<file path="src/rtl/dmem_pkg.sv">
// Shared encodings and pure helpers for the data memory controller:
// access sizes, FSM states, byte-enable / store-lane / alignment functions.
package dmem_pkg;

  localparam logic [1:0] SZ_B = 2'b00;
  localparam logic [1:0] SZ_H = 2'b01;
  localparam logic [1:0] SZ_W = 2'b10;

  typedef enum logic [1:0] {
    ST_IDLE = 2'd0,
    ST_WAIT = 2'd1,
    ST_RESP = 2'd2
  } state_t;

  // Size 11 is reserved and always treated as illegal.
  function automatic logic misaligned(input logic [1:0] size, input logic [1:0] off);
    case (size)
      SZ_B:    misaligned = 1'b0;
      SZ_H:    misaligned = off[0];
      SZ_W:    misaligned = (off != 2'b00);
      default: misaligned = 1'b1;
    endcase
  endfunction

  function automatic logic [3:0] be_of(input logic [1:0] size, input logic [1:0] off);
    case (size)
      SZ_B:    be_of = 4'b0001 << off;
      SZ_H:    be_of = 4'b0011 << off;
      SZ_W:    be_of = 4'b1111;
      default: be_of = 4'b0000;
    endcase
  endfunction

  function automatic logic [31:0] store_lanes(input logic [1:0] size, input logic [31:0] data);
    case (size)
      SZ_B:    store_lanes = {4{data[7:0]}};
      SZ_H:    store_lanes = {2{data[15:0]}};
      default: store_lanes = data;
    endcase
  endfunction

endpackage

</file>
<file path="src/rtl/dmem_load_align.sv">
// Combinational load extract: moves the addressed byte/half down to bit 0
// and sign- or zero-extends it; words pass straight through.
module dmem_load_align
  import dmem_pkg::*;
(
  input  logic [31:0] rdata,
  input  logic [1:0]  size,
  input  logic [1:0]  off,
  input  logic        sign,
  output logic [31:0] result
);

  logic [31:0] shifted;

  always_comb begin
    shifted = rdata >> {off, 3'b000};
    case (size)
      SZ_B:    result = {{24{sign & shifted[7]}}, shifted[7:0]};
      SZ_H:    result = {{16{sign & shifted[15]}}, shifted[15:0]};
      SZ_W:    result = rdata;
      default: result = 32'h0;
    endcase
  end

endmodule

</file>
<file path="src/rtl/data_mem_ctrl.sv">
// CPU-to-data-memory sequencer with req/ack handshake and error screening.
// Define DMEM_STORE_BUF_EN to post legal stores through a one-entry write buffer.
module data_mem_ctrl
  import dmem_pkg::*;
#(
  parameter int ADDR_W = 32
) (
  input  logic              clk,
  input  logic              rst,
  input  logic              cpu_req,
  input  logic              cpu_we,
  input  logic [1:0]        cpu_size,
  input  logic              cpu_sign,
  input  logic [ADDR_W-1:0] cpu_addr,
  input  logic [31:0]       cpu_wdata,
  output logic [31:0]       cpu_rdata,
  output logic              cpu_done,
  output logic              cpu_err,
  output logic              cpu_stall,
  output logic              mem_req,
  output logic              mem_we,
  output logic [ADDR_W-1:0] mem_addr,
  output logic [3:0]        mem_be,
  output logic [31:0]       mem_wdata,
  input  logic              mem_ack,
  input  logic [31:0]       mem_rdata
);

`ifdef DMEM_STORE_BUF_EN
  localparam bit STORE_BUF = 1'b1;
`else
  localparam bit STORE_BUF = 1'b0;
`endif

  state_t            state, state_next;
  logic [1:0]        size_reg, off_reg;
  logic              sign_reg, posted_reg;
  logic              accept, err_now, post_now;
  logic [31:0]       load_result;

  logic              mem_req_next, mem_we_next, cpu_done_next, cpu_err_next, posted_next;
  logic [ADDR_W-1:0] mem_addr_next;
  logic [3:0]        mem_be_next;
  logic [31:0]       mem_wdata_next, cpu_rdata_next;

  dmem_load_align u_align (
    .rdata  (mem_rdata),
    .size   (size_reg),
    .off    (off_reg),
    .sign   (sign_reg),
    .result (load_result)
  );

  assign accept    = (state == ST_IDLE) && cpu_req;
  assign err_now   = misaligned(cpu_size, cpu_addr[1:0]);
  assign post_now  = STORE_BUF && accept && !err_now && cpu_we;
  assign cpu_stall = cpu_req & ~cpu_done;

  always_ff @(posedge clk or posedge rst) begin
    if (rst) begin
      state      <= ST_IDLE;
      size_reg   <= 2'b00;
      off_reg    <= 2'b00;
      sign_reg   <= 1'b0;
      posted_reg <= 1'b0;
      mem_req    <= 1'b0;
      mem_we     <= 1'b0;
      mem_addr   <= '0;
      mem_be     <= 4'h0;
      mem_wdata  <= 32'h0;
      cpu_rdata  <= 32'h0;
      cpu_done   <= 1'b0;
      cpu_err    <= 1'b0;
    end else begin
      state      <= state_next;
      posted_reg <= posted_next;
      if (accept) begin
        size_reg <= cpu_size;
        off_reg  <= cpu_addr[1:0];
        sign_reg <= cpu_sign;
      end
      mem_req    <= mem_req_next;
      mem_we     <= mem_we_next;
      mem_addr   <= mem_addr_next;
      mem_be     <= mem_be_next;
      mem_wdata  <= mem_wdata_next;
      cpu_rdata  <= cpu_rdata_next;
      cpu_done   <= cpu_done_next;
      cpu_err    <= cpu_err_next;
    end
  end

  // A drained posted store returns to IDLE without a second completion.
  always_comb begin
    state_next = state;
    case (state)
      ST_IDLE: if (cpu_req) state_next = err_now ? ST_RESP : ST_WAIT;
      ST_WAIT: if (mem_ack) state_next = posted_reg ? ST_IDLE : ST_RESP;
      ST_RESP: state_next = ST_IDLE;
      default: state_next = ST_IDLE;
    endcase
  end

  always_comb begin
    mem_req_next   = (state_next == ST_WAIT);
    mem_we_next    = 1'b0;
    mem_addr_next  = '0;
    mem_be_next    = 4'h0;
    mem_wdata_next = 32'h0;
    if (accept && !err_now) begin
      mem_we_next    = cpu_we;
      mem_addr_next  = {cpu_addr[ADDR_W-1:2], 2'b00};
      mem_be_next    = be_of(cpu_size, cpu_addr[1:0]);
      mem_wdata_next = cpu_we ? store_lanes(cpu_size, cpu_wdata) : 32'h0;
    end else if (state_next == ST_WAIT) begin
      mem_we_next    = mem_we;
      mem_addr_next  = mem_addr;
      mem_be_next    = mem_be;
      mem_wdata_next = mem_wdata;
    end
    cpu_done_next  = (state_next == ST_RESP) || post_now;
    cpu_err_next   = accept && err_now;
    cpu_rdata_next = (state == ST_WAIT && mem_ack && !posted_reg) ? load_result : 32'h0;
    posted_next    = accept ? post_now : ((state_next == ST_WAIT) ? posted_reg : 1'b0);
  end

endmodule

</file>
<file path="config.mk">
export PLATFORM = sky130hd
export DESIGN_NAME = data_mem_ctrl
export DESIGN_NICKNAME = d
export VERILOG_FILES = /design/src/rtl/dmem_pkg.sv /design/src/rtl/dmem_load_align.sv /design/src/rtl/data_mem_ctrl.sv
export SDC_FILE = /design/constraint.sdc
export NUM_CORES = 1
export LEC_CHECK = 0
export BUFFER_PORTS_ARGS = -buffer_cell sky130_fd_sc_hd__buf_2
export CAP_MARGIN = 20
export CORE_MARGIN = 1.5
export CORE_UTILIZATION = 52
export CTS_CLUSTER_DIAMETER = 60
export DETAILED_ROUTE_END_ITERATION = 7
export GPL_TIMING_DRIVEN = 0
export PLACE_DENSITY_LB_ADDON = 0.15
export SLEW_MARGIN = 40
export SYNTH_ARGS = -nofsm -noshare
export SYNTH_HDL_FRONTEND = slang
export SYNTH_SLANG_ARGS = --single-unit
</file>
<file path="constraint.sdc">
create_clock -name clk -period 6.5 [get_ports clk]
set_input_delay 1.625 -clock clk [delete_from_list [all_inputs] [get_ports clk]]
set_output_delay 1.625 -clock clk [all_outputs]
set_load 0.01 [all_outputs]
</file>
# Word level (Yosys, flattened, before mapping)
# Cells that the tools add are included.
[word_totals]
reg_bits = 112
inputBits = 104
mem_bits_rw = 0
romBits = 0
n_memories = 0
latchBits = 0
output_inout_bits = 105
[op_classes]
n_addsub = 0
n_mul = 0
magnitude_cmp = 0
shift = 3
eq_ne = 9
bitwise_logic = 4
div = 0
muxes = 19
reduce_logical = 11
[ops]
columns = ["operator", "n"]
rows = [
  ["$mux W32", 5],
  ["$pmux W32 S3", 1],
  ["$pmux W32 S2", 1],
  ["$shr A32 B5 Y16", 1],
  ["$pmux W4 S3", 1],
  ["$eq A2 B1 Y1 const B", 4],
  ["$mux W2", 4],
  ["$mux W4", 2],
  ["$eq A2 B2 Y1 const B", 3],
  ["$logic_not A2 Y1", 3],
  ["$logic_and A1 B1 Y1", 5],
  ["$pmux W2 S2", 1],
  ["$shl A1 B2 Y4 const A", 1],
  ["$shl A2 B2 Y4 const A", 1],
  ["$and A1 B1 Y1", 3],
  ["$mux W1", 3],
  ["$pmux W1 S3", 1],
  ["$logic_not A1 Y1", 2],
  ["$ne A2 B1 Y1 const B", 1],
  ["$ne A2 B2 Y1 const B", 1],
  ["$reduce_bool A2 Y1", 1],
  ["$not A1 Y1", 1],
]

# Longest topological paths before layout
[logic_depth]
depth_word = 8
ltp_mapped = 6

# By module
# From an unflattened synthesis, not the netlist that was laid out.
[unflattened]
cells_unflattened = 447
hier_area_um2 = 5084.9
[by_module_without_submodules]
columns = ["module", "seq_area_each_um2", "cells_each", "instances", "area_per_inst_um2"]
rows = [
  ["data_mem_ctrl", 2727.6, 325, 1, 4252.8],
  ["dmem_load_align", 0.0, 122, 1, 832.0],
]

# Worst setup path before layout
# No wires, ideal clock.
[synth_timing]
kind = "input to output"
startpoint = "in cpu_req"
endpoint = "out cpu_stall"
arrival_ns = 1.822
path_stages = 1
setup_slack_ns = 3.053
n_path_buf = 0
path_cell_list = "nor2b_1"
[synth_between]
elab_chain_cells = 1
[synth_lines]
columns = ["item", "line", "text"]
rows = [
  ["from (decl)", "data_mem_ctrl.sv:10", "input logic cpu_req,"],
  ["$and A1 B1 Y1", "data_mem_ctrl.sv:57", "assign cpu_stall = cpu_req & ~cpu_done;"],
  ["to (decl)", "data_mem_ctrl.sv:19", "output logic cpu_stall,"],
]
# No other way between the ends.

# Final worst setup path
# Same ends and word-level chain as after synthesis.

==> out/results.tsv <==
stage	metric	value	unit
clock_network	post-cts sizing count	0	
clock_network	Root Driver	clkbuf_8	
layout	biggest regs	cpu_rdata x32, mem_wdata x32, mem_addr x30	
setup_path	critical path arrival	1.99	ns
timing	Slew Limit Fails	0	
drt	Post-Route WL	13530	um
setup_path	worst-path cell chain	buf_2 > nor2b_1 > buf_2	
clock_network	CTS tree	built	
clock_network	Sink Count	109	
timing	max_slew headroom	53.34	%
setup_path	Worst path max stage delay	0.13	ns
floorplanning	Initial Utilization	53.59	%
timing	fmax	276.5	MHz
setup_path	slowest CP cell	buf_2	
clock_network	Clock Pin Slew Worst Setup and Hold Paths	0.10	ns
setup_path	CP dominant cell by count	buf_2	
job	max cap viols	0	
layout	Layout area overhead	28.36	%
floorplanning	DIE HEIGHT	100.4	um
layout	ratio of cells with drive above 1 in the final layout	40.18	%
timing	RSZ-0062 raised after global routing	false	
setup_path	R2R Path End	cpu_rdata[13]	
timing	Tmin final	3.616	ns
floorplanning	IO Count	209	
synth	Synth Cell Area	4928	um2
pwr	Worst VDD drop	136.2	uV
layout	# diodes	0	
synth	synth unique cells	41	
floorplanning	die area	10070	um2
drt	DR vias/cell	5.575	
pwr	LEAKAGE	3.420	nW
global_route	largest net degree at the start of global routing	77	
global_route	first-pass GRT wire length	21180	um
clock_network	total setup buffers inserted after CTS	0	
place	I/O Buffers	203	
global_route	vias in the first global route	4264	
setup_path	R2R cell count	4	
timing	Worst-Margin Slew	0.6999	ns
setup_path	Critical Path Source Type	primary input	
drt	drt wl/cell	17.28	um
global_route	initial antenna violation count	0	
timing	Final setup viols	0	
place	Routability Congestion	0.8668	
synth	syn avg cell area	10.93	um2
clock_network	clk buf depth	2	
layout	Layout fillers	766	
layout	post-layout util	68.79	%
timing	final hold violation count	0	
floorplanning	Die X	100.4	um
floorplanning	core area	9196	um2
synth	Synth area leaders	dfrtp_1, a22o_1, mux2i_1	
min_path	Hold Crit Class	register to register	
pwr	Power Density	268.3	nW/um2
synth	area leader, netlist	dfrtp_1	
layout	final net count	771	
min_path	hold depth	2	
drt	Initial DRC Count	214	
min_path	critical hold path startpoint	mem_be[1]	
synth	Seq/Total Area, Yosys	55.34	%
setup_path	CP Capture Type	output pin	
clock_network	Skew-Pair Late Insertion Delay	0.37	ns
drt	DRC Markers	0	
place	HPWL after DPL	10170	um
synth	Synth Register Bits	109	
clock_network	H-Tree Depth	3	
setup_path	Worst R2R Start	off_reg[0]	
synth	post-synthesis cell count	451	
outcome	status	finished, final reports clean	
timing	crit share post-route	55.63	%
drt	antenna viol nets, final	0	
global_route	GRT Util Overall	27.09	%
setup_path	WS Path Type	primary input to output pin	
floorplanning	Row Count	35	
drt	DRT Pass-1 Iters	5	
setup_path	Crit Path Max Fanout	3	
clock_network	number of hold buffers added after CTS	0	
pwr	post-layout power	0.001697	W
synth	Synth top area share	55.34	%
timing	setup TNS	0	ns
drt	via count	4365	
clock_network	Num CTS Buffers	9	
setup_path	R2R Setup Slk	4.73	ns
timing	Final Skew	0.01059	ns
global_route	GRT overflow	0	
setup_path	Critical Path RT	4.88	ns
min_path	Worst Hold End	mem_be[1]	
synth	yosys warns	0	
==> per-layer routing <==
layer | GRT usage (%) | routed length (um) | vias to the layer above
li1 | - | - | 2017
met1 | 33.86 | 5408 | 2118
met2 | 46.57 | 6677 | 205
met3 | 5.850 | 1131 | 25
met4 | 9.642 | 315 | 0
met5 | 0 | 0 | -
==> worst max-delay path: cells and delay by family <==
family	cells	cell delay, ns
buffers and inverters	2	0.25
and+or+nand+nor	1	0.12
==> cells in the final DEF (no fill, tap or decap), drive strengths merged, types with 7 or more instances in the layout <==
| cell type | instances |
|---|---|
| a21oi | 44 |
| nand2 | 82 |
| o21ai | 29 |
| o211ai | 7 |
| clkbuf | 18 |
| mux2i | 35 |
| a22o | 39 |
| a221oi | 7 |
| dfrtp | 109 |
| nor2 | 23 |
| buf | 232 |
| mux2 | 7 |
==> cell usage after synthesis, drive strengths merged <==
cell,n
a2111oi,1
a21o,2
a21oi,44
a221oi,7
a22o,39
a22oi,2
a31oi,1
and2,3
and2b,1
buf,28
clkbuf,9
conb,1
dfrtp,109
inv,2
mux2,7
mux2i,35
nand2,82
nand2b,4
nand3,1
nand3b,3
nand4b,1
nor2,23
nor2b,3
nor3b,1
o211ai,7
o21a,1
o21ai,29
o22ai,1
o31ai,3
xnor2,1
==> logic make-up after synthesis <==
logic type,share of synthesized area (%)
other cells,0.07609
flops,55.34
buf+inv,4.798
compound gates,19.70
simple gates,10.69
mux,9.216
xor+xnor,0.1777
==> how the worst max path moves through the flow <==
| stage | startpoint | end | slack [ns] | depth (start not counted) |
|---|---|---|---|---|
| floorplan | rst | cpu_done | 2.00 | 1 |
| global placement | rst | mem_wdata[10] | 0.90 | 2 |
| detailed placement | cpu_req | cpu_stall | 2.88 | 3 |
| CTS | cpu_req | cpu_stall | 2.88 | 3 |
| global route | cpu_req | cpu_stall | 2.87 | 3 |
| finish | cpu_req | cpu_stall | 2.88 | 3 |
==> power breakdown <==
part | total, W | switching, W | internal (W)
Clock | 0.000427 | 0.000243 | 0.000184
Sequential | 0.000758 | 0.0000272 | 0.000731
Combinational | 0.000512 | 0.000313 | 0.000199
==> layout make-up <==
cell class	instances	area (um2)	share of cell area, %
timing repair buffer	204	1044	16.50
clock buffer	9	123.9	1.958
sequential	109	2728	43.12
clock inverter	7	80.08	1.266
multi-input combinational	304	1968	31.11
buffer	37	229.0	3.619
tap	111	138.9	2.195
inverter	2	15.01	0.2373
==> metrics by stage <==
| stage | cell area (um2) | std cells | setup slack [ns] | hold WS, ns |
|---|---|---|---|---|
| 2_1_floorplan | 4932 | 452 | 2.001 | 0.4394 |
| 3_3_place_gp | 6087 | 766 | 0.9040 | 0.4559 |
| 3_5_place_dp | 6122 | 767 | 2.881 | 0.4592 |
| 4_1_cts | 6326 | 783 | 2.882 | 0.4837 |
| 5_1_grt | 6326 | 783 | 2.868 | 0.5061 |
| 6_report | 6326 | 783 | 2.884 | 0.4817 |
Power figures use the tool's default switching activity.
